### config.mk
export PLATFORM = sky130hd
export DESIGN_NAME = cmd_encoder
export DESIGN_NICKNAME = d
export VERILOG_FILES = /design/src/rtl/cmd_encoder.sv
export SDC_FILE = /design/constraint.sdc
export NUM_CORES = 1
export LEC_CHECK = 0
export CORE_MARGIN = 3
export CORE_UTILIZATION = 50
export CTS_BUF_LIST = sky130_fd_sc_hd__clkbuf_16
export CTS_CLUSTER_SIZE = 8
export DETAILED_ROUTE_END_ITERATION = 16
export PLACE_DENSITY = 0.83
export SYNTH_ARGS = -nofsm -noshare
export SYNTH_HDL_FRONTEND = slang
export SYNTH_SLANG_ARGS = --single-unit
export TNS_END_PERCENT = 10
### constraint.sdc
create_clock -name clk -period 2.6 [get_ports clk]
set_clock_uncertainty 0.1 [all_clocks]
set_input_delay 0.52 -clock clk [delete_from_list [all_inputs] [get_ports clk]]
set_output_delay 0.52 -clock clk [all_outputs]
set_load 0.005 [all_outputs]
### src/rtl/cmd_encoder.sv
// ============================================================================
// Module   : cmd_encoder
// Brief    : Turns word-level configuration requests into the XC parser's
//            8-bit command byte stream, with NOP bytes between commands.
//            Optional line-prefix cache: define CMD_ENCODER_LINE_CACHE_EN.
// Revision : 1.0  initial release
// ============================================================================
`default_nettype none

module cmd_encoder #(
    parameter int NUM_INPUTS = 8,
    parameter int GAP        = 1
) (
    input  logic        clk,
    input  logic        reset_n,
    input  logic        req_valid,
    output logic        req_ready,
    input  logic [3:0]  req_op,
    input  logic [7:0]  req_line,
    input  logic [11:0] req_data,
    output logic [7:0]  cmd,
    output logic        cmd_strobe,
    output logic        busy,
    output logic        err
);

    localparam logic [3:0] c_OP_CLEAR   = 4'd0;
    localparam logic [3:0] c_OP_LINE    = 4'd1;
    localparam logic [3:0] c_OP_LEDS    = 4'd2;
    localparam logic [3:0] c_OP_BAUD    = 4'd3;
    localparam logic [3:0] c_OP_DLY_X   = 4'd4;
    localparam logic [3:0] c_OP_DLY_A   = 4'd5;
    localparam logic [3:0] c_OP_FREQ    = 4'd8;
    localparam logic [3:0] c_OP_VOLT    = 4'd9;
    localparam logic [3:0] c_OP_TEST    = 4'd12;
    localparam logic [3:0] c_OP_CAPTURE = 4'd13;

    localparam logic [7:0] c_NOP    = 8'h0F;
    localparam logic [8:0] c_NUM_IN = 9'(NUM_INPUTS);

    localparam int              c_GW       = (GAP > 1) ? $clog2(GAP) : 1;
    localparam logic [c_GW-1:0] c_GAP_LAST = c_GW'((GAP > 0) ? GAP - 1 : 0);

    localparam logic [1:0] S_IDLE   = 2'd0;
    localparam logic [1:0] S_PREFIX = 2'd1;
    localparam logic [1:0] S_BODY   = 2'd2;
    localparam logic [1:0] S_GAP    = 2'd3;

    logic [1:0]      r_state;
    logic [1:0]      r_k;
    logic            r_gap_body;
    logic [c_GW-1:0] r_gap_cnt;
    logic [3:0]      r_op;
    logic [7:0]      r_line;
    logic [11:0]     r_data;
    logic            r_err;

    logic            w_accept;
    logic            w_req_per_line;
    logic            w_req_global;
    logic            w_req_line_ok;
    logic            w_req_bad;
    logic            w_cache_hit;
    logic [1:0]      w_start_state;
    logic            w_from_body;
    logic            w_is_delay;
    logic [1:0]      w_adv_state;
    logic [1:0]      w_adv_k;
    logic [1:0]      w_line_pair;
    logic [2:0]      w_dly;
    logic [7:0]      w_cmd;
    logic            w_strobe;

    // ------------------------------------------------------------------
    // Request classification (evaluated on the raw request fields)
    // ------------------------------------------------------------------
    always_comb begin
        w_req_per_line = 1'b0;
        w_req_global   = 1'b0;
        case (req_op)
            c_OP_CLEAR, c_OP_LEDS, c_OP_DLY_X, c_OP_DLY_A, c_OP_VOLT, c_OP_TEST:
                w_req_per_line = 1'b1;
            c_OP_BAUD, c_OP_FREQ, c_OP_CAPTURE:
                w_req_global = 1'b1;
            default: ;
        endcase
    end

    assign w_accept      = req_valid && (r_state == S_IDLE);
    assign w_req_line_ok = ({1'b0, req_line} < c_NUM_IN);
    assign w_req_bad     = !(w_req_global ||
                             ((w_req_per_line || (req_op == c_OP_LINE)) && w_req_line_ok));

    always_comb begin
        w_start_state = S_BODY;
        if ((req_op == c_OP_LINE) || (w_req_per_line && !w_cache_hit)) begin
            w_start_state = S_PREFIX;
        end
    end

`ifdef CMD_ENCODER_LINE_CACHE_EN
    logic       r_cache_vld;
    logic [7:0] r_cache_line;

    assign w_cache_hit = r_cache_vld && (r_cache_line == req_line);

    // Shadow follows every LINE prefix the parser is sent.
    always_ff @(posedge clk or negedge reset_n) begin
        if (!reset_n) begin
            r_cache_vld  <= 1'b0;
            r_cache_line <= 8'h00;
        end else if (w_accept && !w_req_bad && (w_start_state == S_PREFIX)) begin
            r_cache_vld  <= 1'b1;
            r_cache_line <= req_line;
        end
    end
`else
    assign w_cache_hit = 1'b0;
`endif

    // ------------------------------------------------------------------
    // Sequencing: which byte follows the one just emitted
    // ------------------------------------------------------------------
    assign w_is_delay  = (r_op == c_OP_DLY_X) || (r_op == c_OP_DLY_A);
    assign w_from_body = (r_state == S_BODY) || ((r_state == S_GAP) && r_gap_body);

    always_comb begin
        w_adv_state = S_IDLE;
        w_adv_k     = 2'd0;
        if (!w_from_body) begin
            if (r_k != 2'd3) begin
                w_adv_state = S_PREFIX;
                w_adv_k     = r_k + 2'd1;
            end else if (r_op != c_OP_LINE) begin
                w_adv_state = S_BODY;
            end
        end else if (w_is_delay && (r_k != 2'd3)) begin
            w_adv_state = S_BODY;
            w_adv_k     = r_k + 2'd1;
        end
    end

    always_ff @(posedge clk or negedge reset_n) begin
        if (!reset_n) begin
            r_state    <= S_IDLE;
            r_k        <= 2'd0;
            r_gap_body <= 1'b0;
            r_gap_cnt  <= '0;
            r_op       <= 4'd0;
            r_line     <= 8'd0;
            r_data     <= 12'd0;
            r_err      <= 1'b0;
        end else begin
            r_err <= 1'b0;
            case (r_state)
                S_IDLE: begin
                    if (w_accept) begin
                        if (w_req_bad) begin
                            r_err <= 1'b1;
                        end else begin
                            r_state <= w_start_state;
                            r_k     <= 2'd0;
                            r_op    <= req_op;
                            r_line  <= req_line;
                            r_data  <= req_data;
                        end
                    end
                end
                S_PREFIX, S_BODY: begin
                    if (GAP == 0) begin
                        r_state <= w_adv_state;
                        r_k     <= w_adv_k;
                    end else begin
                        r_state    <= S_GAP;
                        r_gap_body <= (r_state == S_BODY);
                        r_gap_cnt  <= c_GAP_LAST;
                    end
                end
                default: begin
                    if (r_gap_cnt == '0) begin
                        r_state <= w_adv_state;
                        r_k     <= w_adv_k;
                    end else begin
                        r_gap_cnt <= r_gap_cnt - 1'b1;
                    end
                end
            endcase
        end
    end

    // ------------------------------------------------------------------
    // Byte formatting for the byte state currently held
    // ------------------------------------------------------------------
    always_comb begin
        case (r_k)
            2'd0:    w_line_pair = r_line[1:0];
            2'd1:    w_line_pair = r_line[3:2];
            2'd2:    w_line_pair = r_line[5:4];
            default: w_line_pair = r_line[7:6];
        endcase
        case (r_k)
            2'd0:    w_dly = r_data[2:0];
            2'd1:    w_dly = r_data[5:3];
            2'd2:    w_dly = r_data[8:6];
            default: w_dly = r_data[11:9];
        endcase
    end

    always_comb begin
        w_cmd    = c_NOP;
        w_strobe = 1'b0;
        if (r_state == S_PREFIX) begin
            w_cmd    = {r_k, w_line_pair, 4'h1};
            w_strobe = 1'b1;
        end else if (r_state == S_BODY) begin
            w_strobe = 1'b1;
            case (r_op)
                c_OP_CLEAR:             w_cmd = 8'h00;
                c_OP_LEDS:              w_cmd = {r_data[3:0], 4'h2};
                c_OP_BAUD:              w_cmd = {r_data[3:0], 4'h3};
                c_OP_FREQ:              w_cmd = {r_data[3:0], 4'h8};
                c_OP_VOLT:              w_cmd = {r_data[3:0], 4'h9};
                c_OP_TEST:              w_cmd = {r_data[3:0], 4'hC};
                c_OP_CAPTURE:           w_cmd = {3'b000, r_data[0], 4'hD};
                c_OP_DLY_X, c_OP_DLY_A: w_cmd = {(r_op == c_OP_DLY_A), w_dly, 2'b01, r_k};
                default: begin
                    w_cmd    = c_NOP;
                    w_strobe = 1'b0;
                end
            endcase
        end
    end

    assign cmd        = w_cmd;
    assign cmd_strobe = w_strobe;
    assign busy       = (r_state != S_IDLE);
    assign req_ready  = (r_state == S_IDLE);
    assign err        = r_err;

endmodule

`default_nettype wire

==> results of run 1 <==
## cell usage in the layout, fill, tap and decap left out, types with 3 or more instances in the layout
cell	count
o21ai_0	6
ha_1	4
dlymetal6s2s_1	3
nor3_1	4
mux2_2	6
a21oi_1	5
nor2_1	5
nand2_1	11
dfrtp_1	30
clkbuf_16	5
a22oi_1	4
buf_4	14
o211ai_1	3
inv_1	10
ha_4	3
o21ai_1	7
a31oi_1	3
a21o_1	3
clkdlybuf4s50_1	33
nand3_1	6
a222oi_1	5
mux2_1	19
## per-stage QoR
step                      instance area (um^2)  setup TNS [ns]   util  instances
after floorplan                           1760               0      -        167
after global placement                    2260               0  0.705        253
after detailed placement                  2260           -1.33  0.705        253
after CTS                                 2440          -0.185  0.763        262
after global routing                      2490         -0.0859  0.779        264
final                                     2490               0  0.779        264
## where the power goes
part	switching [W]	total [W]	leakage (nW)	internal, W
logic	0.000745	0.00155	0.669	0.000810
clock network	0.000192	0.000634	0.0773	0.000442
registers	0.000210	0.000904	0.368	0.000694
total	0.00115	0.00309	1.11	0.00194
## routing by layer
layer / GRT usage / wire length (um) / up-vias
met5: 0 / 0 / -
met2: 0.382 / 2300 / 75
met1: 0.260 / 1880 / 740
met3: 0.0667 / 337 / 14
met4: 0.127 / 127 / 0
li1: - / - / 728
## cells by family (layout without fill, tap and decap cells)
family | Yosys count | in the layout
buffers and inverters | 19 | 72
AOI/OAI and AO/OA | 45 | 45
and+or+nand+nor | 37 | 37
muxes | 27 | 27
adders and majority gates | 9 | 9
DFF | 30 | 30
## worst paths after layout
kind | from | end | cells after the start
max | r_k[1] | cmd[5] | 8
min | r_data[10] | r_data[10] | 1
max reg2reg | r_state[0] | r_state[1] | 8
min reg2reg | r_data[10] | r_data[10] | 1
max in group asynchronous | reset_n | r_data[2] | 2
min in group asynchronous | reset_n | r_gap_body | 2
## area by class of cell
type | instances | share of cell area
repair buffers | 53 | 0.202
well taps | 44 | 0.0221
inverters | 12 | 0.0181
flip-flops and latches | 30 | 0.301
multi-input cells | 118 | 0.393
clock inverters | 2 | 0.0135
clock buffers | 5 | 0.0502
## sequential cells by signal, summed over array words and instances (netlist names)
register / cells
r_gap_body: 1
r_state: 2
r_op: 4
err: 1
r_line: 8
r_k: 2
r_data: 12
## worst max-delay path: stages (launching register included)
cell and delay (ns):
dfrtp_1 0.43, inv_2 0.10, ha_4 0.19, buf_4 0.13, a222oi_1 0.30, nand2_1 0.09, o211ai_1 0.10, o21ai_1 0.10
dlymetal6s2s_1 0.16
## what timing repair did
item                       in CTS  in global routing
pin swaps                       1                 11
gates resized for setup         9                 18
setup buffers                   2                  2
setup endpoints to repair       4                  6
hold buffers                    0                  0
==> results.ini, run 1 <==
[power_and_ir_drop]
max-vdd-ir-drop_mv=0.713
power.total_w=0.00309
power.density_cell_area_mw_per_mm2=1240
leakagePower_nw=1.11

[synth]
synth_edf_count=0
synth-seq-cells=30
syn_nets=203
synthDistinctLibCells=37
yosysTopAreaCellShare=0.426
synth.area.mux_share=0.171
synth_top_area_cell=dfrtp_1
yosys.area_share.simple=0.111
synthTopCellsByArea=dfrtp_1, mux2_1, ha_1
ys.flop_type=dfrtp_1
yosysMostFrequentCell=dfrtp_1
avgSynthCellArea_um2=10.6
synthArstFlopShare=1.00
seq_area_frac_synth=0.426
netlist_area_mm2=0.00176
synth_top_family_by_area=compound AO/OA/AOI/OAI gates
yosys-top-cells-count=dfrtp_1, mux2_1, inv_1, o21ai_0, nand2_1
synth_fa_ha_area_frac=0.0639
synth-xor-area-share=0
ys_warn_count=0
syn_inst=167
synth_compound_area_frac=0.184

[die]
die-area_mm2=0.00427
ios=39
chipWidth_um=65.4
initial_core_util=0.550
core_area_mm2=0.00320
die_y_um=65.4
std_cell_rows=20

[placement]
pre_cts_slack_ns=-0.0818
hpwlAfterDp_mm=3.29
gp_congestion=0.903
port_buffers=38

[layout]
fin_nets=256
drive_above_1_share=0.191
syn2layout_area_growth_pct=41.4
diodes=0
multiInputGateArea_um2=981
nFillCells=211
seq_area_um2=751

[sta]
fin_crit_sh=0.964
final-hold-violation-count=0
hold_slack_ns=0.386
worst_pin_slew_ns=0.489
max_slew_margin=0.674
setup_violations=0
layout_min_cycle_time_ns=2.51
max_freq_mhz=399
setup_ws_ns=0.0927
rsz0062_at_grt=yes
maxSlewViolCount=0

[critical_path]
endpoint_kind=primary output
criticalPathCategory=reg -> out
worstPathRequired_ns=1.98
arrival_ns=1.89
crit_path_max_fanout=5
r2r_slack_ns=0.39
cp-start-kind=flop

[global_route]
grt_usage=0.228
antenna_found_initial=0
first_global_vias=1537
grt_start_max_net_pins=31
grt_first_pass_wirelength_mm=7.23
overflow=0

[routing]
ant_nets=0
first_pass_iters=5
vias_per_cell=5.90
drt-total-wl_mm=4.64
via_count=1557
drtIter0Drc=132
wl_per_cell_um=17.6
drc=0

[min_path]
hold_path_class=reg -> reg

[clocking]
cts.clk_slew.worst_paths_ns=0.05
clock_path_buffers=2
cts_tree=built
clockRootBuffer=clkbuf_16
cts_buffers=5
htreeDepth=2
clock-sinks=30
insertion_delay_ns=0.28

[flow_run]
maxCapViolCount=0

[run_status]
status=finished, final reports clean

No activity file was read; power rests on OpenSTA's default activity.
==> inputs of run 2 (changes only) <==
- ABC_CLOCK_PERIOD_IN_PS: default -> 2600
- SETUP_SLACK_MARGIN: default -> 0.4
==> results.ini, run 2 (same netlist as run 1, synthesis figures left out) <==
[run_status]
status=finished, final reports clean

[global_route]
grt_usage=0.236  ; +0.00764
overflow=0  ; unchanged
first_global_vias=1585  ; +3.1%
antenna_found_initial=0  ; unchanged
grt_first_pass_wirelength_mm=7.50  ; +3.7%
grt_start_max_net_pins=31  ; unchanged

[critical_path]
crit_end=r_data[0]
r2r_slack_ns=0.42  ; +0.03 ns
cp-start-kind=primary input
arrival_ns=2.52  ; +0.63 ns
endpoint_kind=flop
r2r_cells=8  ; unchanged
r2r-start=r_state[1]
criticalPathCategory=in -> reg
r2r_end=r_state[1]
worstPathRequired_ns=2.64  ; +0.66 ns
worst_setup_path_startpoint=req_op[2]
crit_path_max_fanout=24  ; +19

[layout]
largest_reg_flops=12  ; unchanged
nFillCells=202  ; -4.3%
final_area_mm2=0.00260  ; +4.2%
final_common_cell=clkdlybuf4s50_1
layout_common_cells=clkdlybuf4s50_1, dfrtp_1, buf_4
diodes=0  ; unchanged
fin_nets=265  ; +3.5%
multiInputGateArea_mm2=0.00102  ; +4.2%
syn2layout_area_growth_pct=47.4
drive_above_1_share=0.258  ; +0.0667
regMostFlops=r_data
reg_top3=r_data x12, r_line x8, r_op x4
seq_area_um2=756  ; +0.67%

[routing]
vias_per_cell=5.84  ; -0.94%
wl_per_cell_um=18.4  ; +4.5%
via_count=1595  ; +2.4%
ant_nets=0  ; unchanged
first_pass_iters=5  ; unchanged
drtIter0Drc=186  ; +41%
drc=0  ; unchanged
drt-total-wl_mm=5.02  ; +8.1%

[die]
die_y_um=65.4  ; unchanged
initial_core_util=0.550  ; unchanged
std_cell_rows=20  ; unchanged
ios=39  ; unchanged
die-area_mm2=0.00427  ; unchanged
core_area_mm2=0.00320  ; unchanged
chipWidth_um=65.4  ; unchanged

[power_and_ir_drop]
leakagePower_nw=1.13  ; +1.7%
power.density_cell_area_mw_per_mm2=1260  ; +1.6%
max-vdd-ir-drop_mv=0.718  ; +0.69%

[clocking]
clock-sinks=30  ; unchanged
cts_buffers=5  ; unchanged
insertion_delay_ns=0.27  ; about the same
clockRootBuffer=clkbuf_16
clock_path_buffers=2  ; unchanged
cts.clk_slew.worst_paths_ns=0.05  ; about the same
ctsHoldBuffers=0  ; unchanged
htreeDepth=2  ; unchanged
cts_tree=built

[sta]
setup_violations=0  ; unchanged
rsz0062_at_grt=yes
maxSlewViolCount=0  ; unchanged
max_slew_margin=0.676  ; +0.00189
max_freq_mhz=404  ; +1.2%
fin_crit_sh=0.953  ; -0.0113
layout_min_cycle_time_ns=2.48  ; -0.0295 ns
tns_ns=0  ; unchanged
final-hold-violation-count=0  ; unchanged
worst_pin_slew_ns=0.486  ; -0.00284 ns

[placement]
port_buffers=38  ; unchanged
hpwlAfterDp_mm=3.29  ; unchanged
place_area_mm2=0.00226  ; unchanged
gp_congestion=0.903  ; unchanged

[flow_run]
maxCapViolCount=0  ; unchanged

[min_path]
hold_path_class=reg -> reg

-- run 2: how the worst min path moves through the flow --
stage	from	to	cells past startpoint
after global routing	r_data[8]	r_data[8]	1
after global placement	r_data[6]	r_data[6]	1
after detailed placement	r_data[10]	r_data[10]	1
after CTS	r_data[10]	r_data[10]	1
final	r_data[10]	r_data[10]	1
after floorplan	reset_n	err	0
-- run 2: area by class of cell --
class,count,area share
clock buffer,5,0.0481
clock inverter,2,0.0130
inverter,12,0.0173
multi-input combinational,118,0.393
sequential,30,0.291
tap,44,0.0212
timing repair buffer,62,0.216
-- run 2: through the flow --
stage	utilization	instances	setup slack, ns	total power [W]	hold WS, ns
final	0.811	273	0.122	0.00327	0.386
after CTS	0.786	269	0.137	0.00311	0.387
after global routing	0.811	273	0.00165	0.00347	0.397
after detailed placement	0.705	253	-0.0818	0.00230	0.376
after global placement	0.705	253	0.00310	0.00221	0.369
after floorplan	-	167	0.480	0.00170	0.124
-- run 2: layer usage --
layer | GRT usage | share of wire | vias up
met2 | 0.393 | 0.50 | 71
met4 | 0.140 | 0.037 | 0
li1 | - | - | 745
met1 | 0.267 | 0.40 | 760
met3 | 0.0684 | 0.061 | 19
met5 | 0 | 0 | -
-- run 2: power by group --
group          switching (W)  leakage, nW  internal [W]  total (W)
combinational       0.000836        0.692      0.000908    0.00174
clock               0.000193       0.0773      0.000442   0.000635
sequential          0.000194        0.363      0.000701   0.000894
-- run 2: critical path: stages --
cell             delay [ns]
clkdlybuf4s50_1        0.54
nor3b_1                0.45
a211o_1                0.21
a31oi_2                0.06
nor3_4                 0.18
buf_12                 0.20
mux2_1                 0.35
-- run 2: timing repair --
item                       in CTS  in global routing
setup endpoints to repair      38                 39
resized for setup              34                 11
setup buffers                   9                  4
pin swaps                      14                  7
